--- src/rtl/pwmtimer_cfg_sequencer_if.sv ---
// Configuration handshake from the register side plus the timer control bus driven by the sequencer.
interface pwmtimer_cfg_sequencer_if;
   logic        cfg_valid;
   logic        cfg_ready;
   logic [15:0] cfg_countmax;
   logic [15:0] cfg_init_carr;
   logic [1:0]  cfg_count_mode;
   logic [2:0]  cfg_syncmode;
   logic        cfg_restart;
   logic        sync;
   logic [15:0] tmr_countmax;
   logic [15:0] tmr_init_carr;
   logic [1:0]  tmr_count_mode;
   logic [2:0]  tmr_syncmode;
   logic        tmr_ce;
   logic        tmr_rst;
   logic        update_done;
   logic        cfg_err;
   logic        busy;

   modport master (
      output cfg_valid, cfg_countmax, cfg_init_carr, cfg_count_mode, cfg_syncmode, cfg_restart, sync,
      input  cfg_ready, tmr_countmax, tmr_init_carr, tmr_count_mode, tmr_syncmode, tmr_ce, tmr_rst,
             update_done, cfg_err, busy
   );

   modport slave (
      input  cfg_valid, cfg_countmax, cfg_init_carr, cfg_count_mode, cfg_syncmode, cfg_restart, sync,
      output cfg_ready, tmr_countmax, tmr_init_carr, tmr_count_mode, tmr_syncmode, tmr_ce, tmr_rst,
             update_done, cfg_err, busy
   );
endinterface

--- src/rtl/pwmtimer_cfg_sequencer.sv ---
// Shadow-register sequencer: applies a config set at the next timer sync, or at once with a timer restart.
// Outputs registered; one set in flight, cfg_ready only in IDLE.
module pwmtimer_cfg_sequencer #(
   parameter int          RST_CYCLES     = 2,
   parameter int          TIMEOUT_CYCLES = 65536,
   parameter logic [15:0] DEF_COUNTMAX   = 16'h00FF
) (
   input logic                    clk,
   input logic                    rst,
   pwmtimer_cfg_sequencer_if.slave bus
);

   localparam int TW = $clog2(TIMEOUT_CYCLES + 1);
   localparam int RW = (RST_CYCLES > 1) ? $clog2(RST_CYCLES) : 1;

   typedef enum logic [1:0] {S_IDLE, S_PENDING, S_RESTART} state_t;

   state_t      r_state;
   logic [15:0] r_sh_countmax;
   logic [15:0] r_sh_init_carr;
   logic [1:0]  r_sh_count_mode;
   logic [2:0]  r_sh_syncmode;
   logic [TW-1:0] r_to_cnt;
   logic [RW-1:0] r_rst_cnt;

   logic [15:0] r_tmr_countmax;
   logic [15:0] r_tmr_init_carr;
   logic [1:0]  r_tmr_count_mode;
   logic [2:0]  r_tmr_syncmode;
   logic        r_tmr_ce;
   logic        r_tmr_rst;
   logic        r_update_done;
   logic        r_cfg_err;
   logic        r_busy;
   logic        r_cfg_ready;

   logic        w_accept;
   logic        w_immediate;
   logic [15:0] w_init_clamped;

   assign w_accept       = bus.cfg_valid & r_cfg_ready;
   assign w_init_clamped = (bus.cfg_init_carr > bus.cfg_countmax) ? bus.cfg_countmax : bus.cfg_init_carr;
   // A stopped timer or mode 00 never produces sync, so waiting would stall forever.
   assign w_immediate    = bus.cfg_restart | ~r_tmr_ce | (r_tmr_count_mode == 2'b00);

   always_ff @(posedge clk or posedge rst) begin
      if (rst) begin
         r_state          <= S_IDLE;
         r_sh_countmax    <= DEF_COUNTMAX;
         r_sh_init_carr   <= 16'h0000;
         r_sh_count_mode  <= 2'b00;
         r_sh_syncmode    <= 3'd3;
         r_to_cnt         <= '0;
         r_rst_cnt        <= '0;
         r_tmr_countmax   <= DEF_COUNTMAX;
         r_tmr_init_carr  <= 16'h0000;
         r_tmr_count_mode <= 2'b00;
         r_tmr_syncmode   <= 3'd3;
         r_tmr_ce         <= 1'b0;
         r_tmr_rst        <= 1'b1;
         r_update_done    <= 1'b0;
         r_cfg_err        <= 1'b0;
         r_busy           <= 1'b0;
         r_cfg_ready      <= 1'b1;
      end else begin
         r_update_done <= 1'b0;
         case (r_state)
            S_IDLE: begin
               if (w_accept) begin
                  if (bus.cfg_countmax == 16'h0000) begin
                     r_cfg_err <= 1'b1;
                  end else begin
                     r_cfg_err       <= 1'b0;
                     r_sh_countmax   <= bus.cfg_countmax;
                     r_sh_init_carr  <= w_init_clamped;
                     r_sh_count_mode <= bus.cfg_count_mode;
                     r_sh_syncmode   <= bus.cfg_syncmode;
                     r_busy          <= 1'b1;
                     r_cfg_ready     <= 1'b0;
                     if (w_immediate) begin
                        r_tmr_countmax   <= bus.cfg_countmax;
                        r_tmr_init_carr  <= w_init_clamped;
                        r_tmr_count_mode <= bus.cfg_count_mode;
                        r_tmr_syncmode   <= bus.cfg_syncmode;
                        r_tmr_rst        <= 1'b1;
                        r_tmr_ce         <= 1'b1;
                        r_rst_cnt        <= '0;
                        r_state          <= S_RESTART;
                     end else begin
                        r_to_cnt <= '0;
                        r_state  <= S_PENDING;
                     end
                  end
               end
            end
            S_PENDING: begin
               if (bus.sync) begin
                  r_tmr_countmax   <= r_sh_countmax;
                  r_tmr_init_carr  <= r_sh_init_carr;
                  r_tmr_count_mode <= r_sh_count_mode;
                  r_tmr_syncmode   <= r_sh_syncmode;
                  r_update_done    <= 1'b1;
                  r_busy           <= 1'b0;
                  r_cfg_ready      <= 1'b1;
                  r_state          <= S_IDLE;
               end else if (r_to_cnt >= TW'(TIMEOUT_CYCLES - 1)) begin
                  r_cfg_err        <= 1'b1;
                  r_tmr_countmax   <= r_sh_countmax;
                  r_tmr_init_carr  <= r_sh_init_carr;
                  r_tmr_count_mode <= r_sh_count_mode;
                  r_tmr_syncmode   <= r_sh_syncmode;
                  r_tmr_rst        <= 1'b1;
                  r_tmr_ce         <= 1'b1;
                  r_rst_cnt        <= '0;
                  r_state          <= S_RESTART;
               end else begin
                  r_to_cnt <= r_to_cnt + 1'b1;
               end
            end
            S_RESTART: begin
               if (r_rst_cnt == RW'(RST_CYCLES - 1)) begin
                  r_tmr_rst     <= 1'b0;
                  r_update_done <= 1'b1;
                  r_busy        <= 1'b0;
                  r_cfg_ready   <= 1'b1;
                  r_state       <= S_IDLE;
               end else begin
                  r_rst_cnt <= r_rst_cnt + 1'b1;
               end
            end
            default: begin
               r_busy      <= 1'b0;
               r_cfg_ready <= 1'b1;
               r_state     <= S_IDLE;
            end
         endcase
      end
   end

   assign bus.cfg_ready      = r_cfg_ready;
   assign bus.tmr_countmax   = r_tmr_countmax;
   assign bus.tmr_init_carr  = r_tmr_init_carr;
   assign bus.tmr_count_mode = r_tmr_count_mode;
   assign bus.tmr_syncmode   = r_tmr_syncmode;
   assign bus.tmr_ce         = r_tmr_ce;
   assign bus.tmr_rst        = r_tmr_rst;
   assign bus.update_done    = r_update_done;
   assign bus.cfg_err        = r_cfg_err;
   assign bus.busy           = r_busy;

endmodule
--- src/flat_wrapper.sv ---
// flat-port wrapper written by rule: the top's interface ports become plain ports
module pwmtimer_cfg_sequencer_flat 
#(
   parameter int          RST_CYCLES     = 2,
   parameter int          TIMEOUT_CYCLES = 65536,
   parameter logic [15:0] DEF_COUNTMAX   = 16'h00FF
)
  (clk, rst, bus_cfg_valid, bus_cfg_countmax, bus_cfg_init_carr, bus_cfg_count_mode, bus_cfg_syncmode, bus_cfg_restart, bus_sync, bus_cfg_ready, bus_tmr_countmax, bus_tmr_init_carr, bus_tmr_count_mode, bus_tmr_syncmode, bus_tmr_ce, bus_tmr_rst, bus_update_done, bus_cfg_err, bus_busy);
  pwmtimer_cfg_sequencer_if bus_i ();
  input logic clk;
  input logic rst;
  input wire logic [$bits(bus_i.cfg_valid)-1:0] bus_cfg_valid;
  input wire logic [$bits(bus_i.cfg_countmax)-1:0] bus_cfg_countmax;
  input wire logic [$bits(bus_i.cfg_init_carr)-1:0] bus_cfg_init_carr;
  input wire logic [$bits(bus_i.cfg_count_mode)-1:0] bus_cfg_count_mode;
  input wire logic [$bits(bus_i.cfg_syncmode)-1:0] bus_cfg_syncmode;
  input wire logic [$bits(bus_i.cfg_restart)-1:0] bus_cfg_restart;
  input wire logic [$bits(bus_i.sync)-1:0] bus_sync;
  output wire logic [$bits(bus_i.cfg_ready)-1:0] bus_cfg_ready;
  output wire logic [$bits(bus_i.tmr_countmax)-1:0] bus_tmr_countmax;
  output wire logic [$bits(bus_i.tmr_init_carr)-1:0] bus_tmr_init_carr;
  output wire logic [$bits(bus_i.tmr_count_mode)-1:0] bus_tmr_count_mode;
  output wire logic [$bits(bus_i.tmr_syncmode)-1:0] bus_tmr_syncmode;
  output wire logic [$bits(bus_i.tmr_ce)-1:0] bus_tmr_ce;
  output wire logic [$bits(bus_i.tmr_rst)-1:0] bus_tmr_rst;
  output wire logic [$bits(bus_i.update_done)-1:0] bus_update_done;
  output wire logic [$bits(bus_i.cfg_err)-1:0] bus_cfg_err;
  output wire logic [$bits(bus_i.busy)-1:0] bus_busy;
  assign bus_i.cfg_valid = bus_cfg_valid;
  assign bus_i.cfg_countmax = bus_cfg_countmax;
  assign bus_i.cfg_init_carr = bus_cfg_init_carr;
  assign bus_i.cfg_count_mode = bus_cfg_count_mode;
  assign bus_i.cfg_syncmode = bus_cfg_syncmode;
  assign bus_i.cfg_restart = bus_cfg_restart;
  assign bus_i.sync = bus_sync;
  assign bus_cfg_ready = bus_i.cfg_ready;
  assign bus_tmr_countmax = bus_i.tmr_countmax;
  assign bus_tmr_init_carr = bus_i.tmr_init_carr;
  assign bus_tmr_count_mode = bus_i.tmr_count_mode;
  assign bus_tmr_syncmode = bus_i.tmr_syncmode;
  assign bus_tmr_ce = bus_i.tmr_ce;
  assign bus_tmr_rst = bus_i.tmr_rst;
  assign bus_update_done = bus_i.update_done;
  assign bus_cfg_err = bus_i.cfg_err;
  assign bus_busy = bus_i.busy;
  pwmtimer_cfg_sequencer #(.RST_CYCLES(RST_CYCLES), .TIMEOUT_CYCLES(TIMEOUT_CYCLES), .DEF_COUNTMAX(DEF_COUNTMAX)) u_core (.clk(clk), .rst(rst), .bus(bus_i));
endmodule
--- config.mk ---
export PLATFORM = sky130hd
export DESIGN_NAME = pwmtimer_cfg_sequencer_flat
export DESIGN_NICKNAME = d
export VERILOG_FILES = /design/src/rtl/pwmtimer_cfg_sequencer_if.sv /design/src/rtl/pwmtimer_cfg_sequencer.sv /design/src/flat_wrapper.sv
export SDC_FILE = /design/constraint.sdc
export NUM_CORES = 1
export LEC_CHECK = 0
export BUFFER_PORTS_ARGS = -buffer_cell sky130_fd_sc_hd__buf_4
export CORE_MARGIN = 2
export CORE_UTILIZATION = 57
export DETAILED_ROUTE_END_ITERATION = 10
export PLACE_DENSITY = 0.88
export SLEW_MARGIN = 20
export SYNTH_ARGS = -nofsm -noshare
export SYNTH_HDL_FRONTEND = slang
export SYNTH_SLANG_ARGS = --single-unit
--- constraint.sdc ---
create_clock -name clk -period 6.9 [get_ports clk]
set_input_delay 1.38 -clock clk [delete_from_list [all_inputs] [get_ports clk]]
set_output_delay 1.38 -clock clk [all_outputs]
set_load 0.02 [all_outputs]
# After elaboration in Yosys (flattened, before gate mapping)
# Index checks and enable logic that the tools add are counted.
# W data, S select, Z words.
[op_classes]
n_reduce_logical = 14
bitwise_logic = 5
addsub = 2
order_cmp = 2
eq_ne = 12
mux = 68
[ops]
columns = ["op", "n"]
rows = [
  ["$mux W16", 11],
  ["$mux W17", 5],
  ["$pmux W16 S2", 2],
  ["$pmux W17 S2", 1],
  ["$mux W1", 23],
  ["$mux W2", 11],
  ["$reduce_and A6 Y1", 3],
  ["$add A17 B1 Y17 const B", 1],
  ["$ge A17 B16 Y1 const B", 1],
  ["$gt A16 B16 Y1", 1],
  ["$logic_not A16 Y1", 1],
  ["$mux W3", 5],
  ["$pmux W1 S3", 4],
  ["$reduce_and A4 Y1", 3],
  ["$ne A2 B2 Y1 const B", 5],
  ["$ne A2 B1 Y1 const B", 4],
  ["$reduce_and A7 Y1", 1],
  ["$pmux W1 S2", 3],
  ["$pmux W2 S3", 1],
  ["$pmux W3 S2", 1],
  ["$reduce_and A5 Y1", 1],
  ["$logic_not A2 Y1", 2],
  ["$pmux W2 S2", 1],
  ["$ne A3 B2 Y1 const B", 1],
  ["9 further kinds", 11],
]
[totals]
in_bits = 42
output_inout_bits = 43
regBits = 100

# Depth between registers and ports, before layout
[depth]
ltp_word = 7
ltp_mapped = 13
mapped_depth_nobuf = 11

# Least setup slack after synthesis
# OpenSTA, ideal clock, no wires.
[synth_timing]
path_type = "in2reg"
startpoint = "input port bus_cfg_countmax[10]"
endpoint = "register u_core.r_sh_init_carr[0]"
setup_ns = 0.082
slack_ns = 3.641
t_arrival_ns = 3.178
n_path_buf = 1
path_stages = 8
required_time_ns = 6.818
path_cell_list = "inv_1 > ha_1 > nand4_1 > or4_1 > o221ai_1 > clkbuf_1 > nand3_1 > a31oi_1"
[synth_between]
elab_chain_cells = 3
[synth_rtl]
columns = ["item", "line", "rtl"]
rows = [
  ["start, declared", "flat_wrapper.sv:13", "input wire logic [$bits(bus_i.cfg_countmax)-1:0] bus_cfg_countmax;"],
  ["branches (longest 3 deep; another with $gt A16 B16 Y1)", "-", ""],
  ["end signal, assigned", "pwmtimer_cfg_sequencer.sv:75", "r_sh_init_carr <= w_init_clamped;"],
  ["end, declared", "pwmtimer_cfg_sequencer.sv:20", "logic [15:0] r_sh_init_carr;"],
]
# Several ways; the timed one is not identified.
# A chain may end at the register's enable or synchronous reset.

# Worst setup path in the final report
[layout_timing]
startpoint = "input port bus_cfg_countmax[15]"
endpoint = "register u_core.r_sh_init_carr[2]"
# The elaborated chain is that of the path after synthesis.

==> flow_summary.toml <==
[worst_hold_path]
hold_class = "flop to flop"

[worst_setup_path]
slowest_stage = "nor2_1"
crit_fanout = 18
slowest_delay_ns = 0.74
critPathKind = "input pin to flop"
end_kind = "flop"
cp_cell_sequence = "buf_4 -> inv_1 -> ha_1 -> nand4_1 -> or4_1 -> nor2_1 -> buf_4 -> o21ai_0 -> a31oi_1"
cp.required_ns = 7.20
crit_top_cell = "buf_4"
worstPathArrival_ns = 4.01
start_kind = "input pin"

[cts]
cts_tree = "done"
clk_latency_ns = 0.38
htreeDepth = 3
clockBufferDepth = 2
cts_sinks = 100
numCtsBuffers = 9
hold_buffers = 0
clkSlewWorstSetupHoldPaths_ns = 0.10
cts_setup_buffers = 0
root_buffer = "clkbuf_8"
cts_resized = 0

[timing]
worst_pin_slew_ns = 0.944
max_freq_mhz = 269
skew_ns = 0.0105
period_minus_slack_ns = 3.71
report.final.slew_viol_count = 0
hold_violations = 0
setup_viol = 0
final.setup.tns_ns = 0
period_share_pct = 53.8
relSlewSlack_pct = 37.1
rsz0062_at_grt = "no"

[placed_design]
hpwlAfterDp_um = 9460
place.gp.congestion = 0.977
io_buffers = 84

[synthesis]
synthFlopType = "dfrtp_1"
synth.avg_cell_area_um2 = 9.67
yosysWarnings = 0
synth_top_area_cell = "dfrtp_1"
synth_area_leaders = "dfrtp_1, dfstp_2, mux2i_1, o21ai_0, ha_1"
synth_seq_area_share_pct = 46.5
async_reset_ff_share_pct = 100
syn_inst = 563
synth_edf_count = 0
ys_ff_latch = 100
synthesis.area_um2 = 5440
synthDistinctLibCells = 46
syn-num-nets = 627
synth_top_area_share_pct = 35.9

[outcome]
outcome = "finished clean"

[floorplan]
initial_core_util_pct = 58.9
die-height_um = 102
die-area_um2 = 10300
io_pins = 85
die_w_um = 102
coreArea_um2 = 9240
row_count = 35

[cells_and_area]
drive_gt1_share_pct = 25.6
mostFrequentLayoutCells = "buf_4, dfrtp_1, o21ai_0"
area_growth_pct = 17.2
final_common_cell = "buf_4"
n_antenna_cell = 0
final_util_pct = 69.0
fillers = 665
finalNetCount = 692

[drt]
routedWlPerCell_um = 17.9
routed_wl_um = 13600
drtIter0Drc = 410
postRouteAntennaNets = 0
first_pass_iters = 5
drc = 0
vias = 4717
vias_per_cell = 6.19

[grt]
antenna_found_initial = 0
grt_pass1_wl_um = 22100
grtUsageTotal_pct = 27.6
grt_remaining_overflow = 0
grt_pass1_vias = 4543
grt_max_degree = 78

[pwr]
power_density_nw_per_um2 = 369
vdd_drop_max_mv = 0.220
p_leak_uw = 0.00286

[run]
maxCapViolations = 0
state kept, by name (all words and copies together), names as in the netlist, 2 cells and up:
name and count:
u_core.r_sh_countmax 16, u_core.bus.tmr_countmax 16, u_core.r_sh_count_mode 2, u_core.r_sh_init_carr 16, u_core.r_sh_syncmode 3, u_core.r_state 2
u_core.bus.tmr_init_carr 16, u_core.bus.tmr_count_mode 2, u_core.r_to_cnt 17, u_core.bus.tmr_syncmode 3
final timing paths:
kind | start | end | cells past startpoint | slack, ns
setup / recovery | bus_cfg_countmax[15] | u_core.r_sh_init_carr[2]$_DFFE_PP0P_ | 9 | 3.19
hold / removal | u_core.bus.tmr_syncmode[0]$_DFFE_PP1P_ | u_core.bus.tmr_syncmode[0]$_DFFE_PP1P_ | 2 | 0.49
setup reg to reg | u_core.r_state[1]$_DFFE_PP0P_ | u_core.r_to_cnt[4]$_DFFE_PP0P_ | 8 | 3.70
hold reg to reg | u_core.bus.tmr_syncmode[0]$_DFFE_PP1P_ | u_core.bus.tmr_syncmode[0]$_DFFE_PP1P_ | 2 | 0.49
max in group asynchronous | rst | u_core.bus.tmr_init_carr[10]$_DFFE_PP0P_ | 3 | 4.73
min in group asynchronous | rst | u_core.r_rst_cnt$_DFFE_PP0P_ | 2 | 0.95
logic make-up (layout without fill, tap and decap cells):
logic type / after synthesis / count (layout) / share of synthesized area (%)
adders and majority gates: 22 / 22 / 5.06
DFF: 100 / 100 / 46.5
xor gates and xnor gates: 2 / 2 / 0.322
and+or+nand+nor: 184 / 184 / 17.3
muxes: 61 / 61 / 11.7
buffers and inverters: 62 / 132 / 4.62
AOI/OAI and AO/OA: 132 / 132 / 14.5
Yosys cell counts, types with 2 or more instances:
cell type	count
a21oi_1	22
o21ai_0	56
o21ai_1	2
mux2i_1	38
inv_1	25
buf_2	7
and4_1	2
and3_1	3
nor3_1	2
xor2_1	2
o31ai_1	2
and2_1	17
nand4_1	23
nor4_1	5
nand3_1	44
clkbuf_2	2
nand2_1	40
or4_1	3
a22o_1	2
mux2_2	23
a31oi_1	16
o211ai_1	18
or3_1	10
clkbuf_1	27
dfstp_2	22
o21a_1	3
dfrtp_1	78
nor2_1	30
ha_1	22
per-layer routing:
| metal | track usage, % | routed length, µm | share of wire [%] |
|---|---|---|---|
| met3 | 4.83 | 883 | 6.5 |
| met1 | 35.3 | 5440 | 40 |
| met5 | 0 | 0 | 0 |
| met4 | 11.5 | 455 | 3.3 |
| met2 | 46.4 | 6870 | 50 |
final cells by class:
type	count	area [µm²]	share of cell area, %
Multi-Input combinational cell	401	2690	42.2
Sequential cell	100	2530	39.7
Timing Repair Buffer	91	683	10.7
Tap cell	129	161	2.53
Clock buffer	10	149	2.33
Inverter	25	96.3	1.51
Clock inverter	6	67.6	1.06
critical path, delay by kind of cell:
kind,cells,cell delay (ns)
adder cells (fa/ha/maj),1,0.28
buffers and inverters,3,0.55
AO/OA/AOI/OAI,2,0.34
AND/OR/NAND/NOR,3,1.45
through the flow:
step	hold WS (ns)	cell area [µm²]	worst slack [ns]	cells	total power, µW
finish	0.490	6380	3.19	762	2360
floorplan	0.480	5440	2.94	563	1620
detailed placement	0.477	6160	2.91	746	1970
global placement	0.467	6160	3.11	746	1910
CTS	0.492	6380	3.29	762	2360
global route	0.516	6380	3.05	762	2500
report_power, final:
group | switching (µW) | total [µW] | internal (µW)
Sequential | 134 | 996 | 862
Clock | 231 | 393 | 162
Combinational | 560 | 967 | 407
Power figures use the tool's default switching activity.
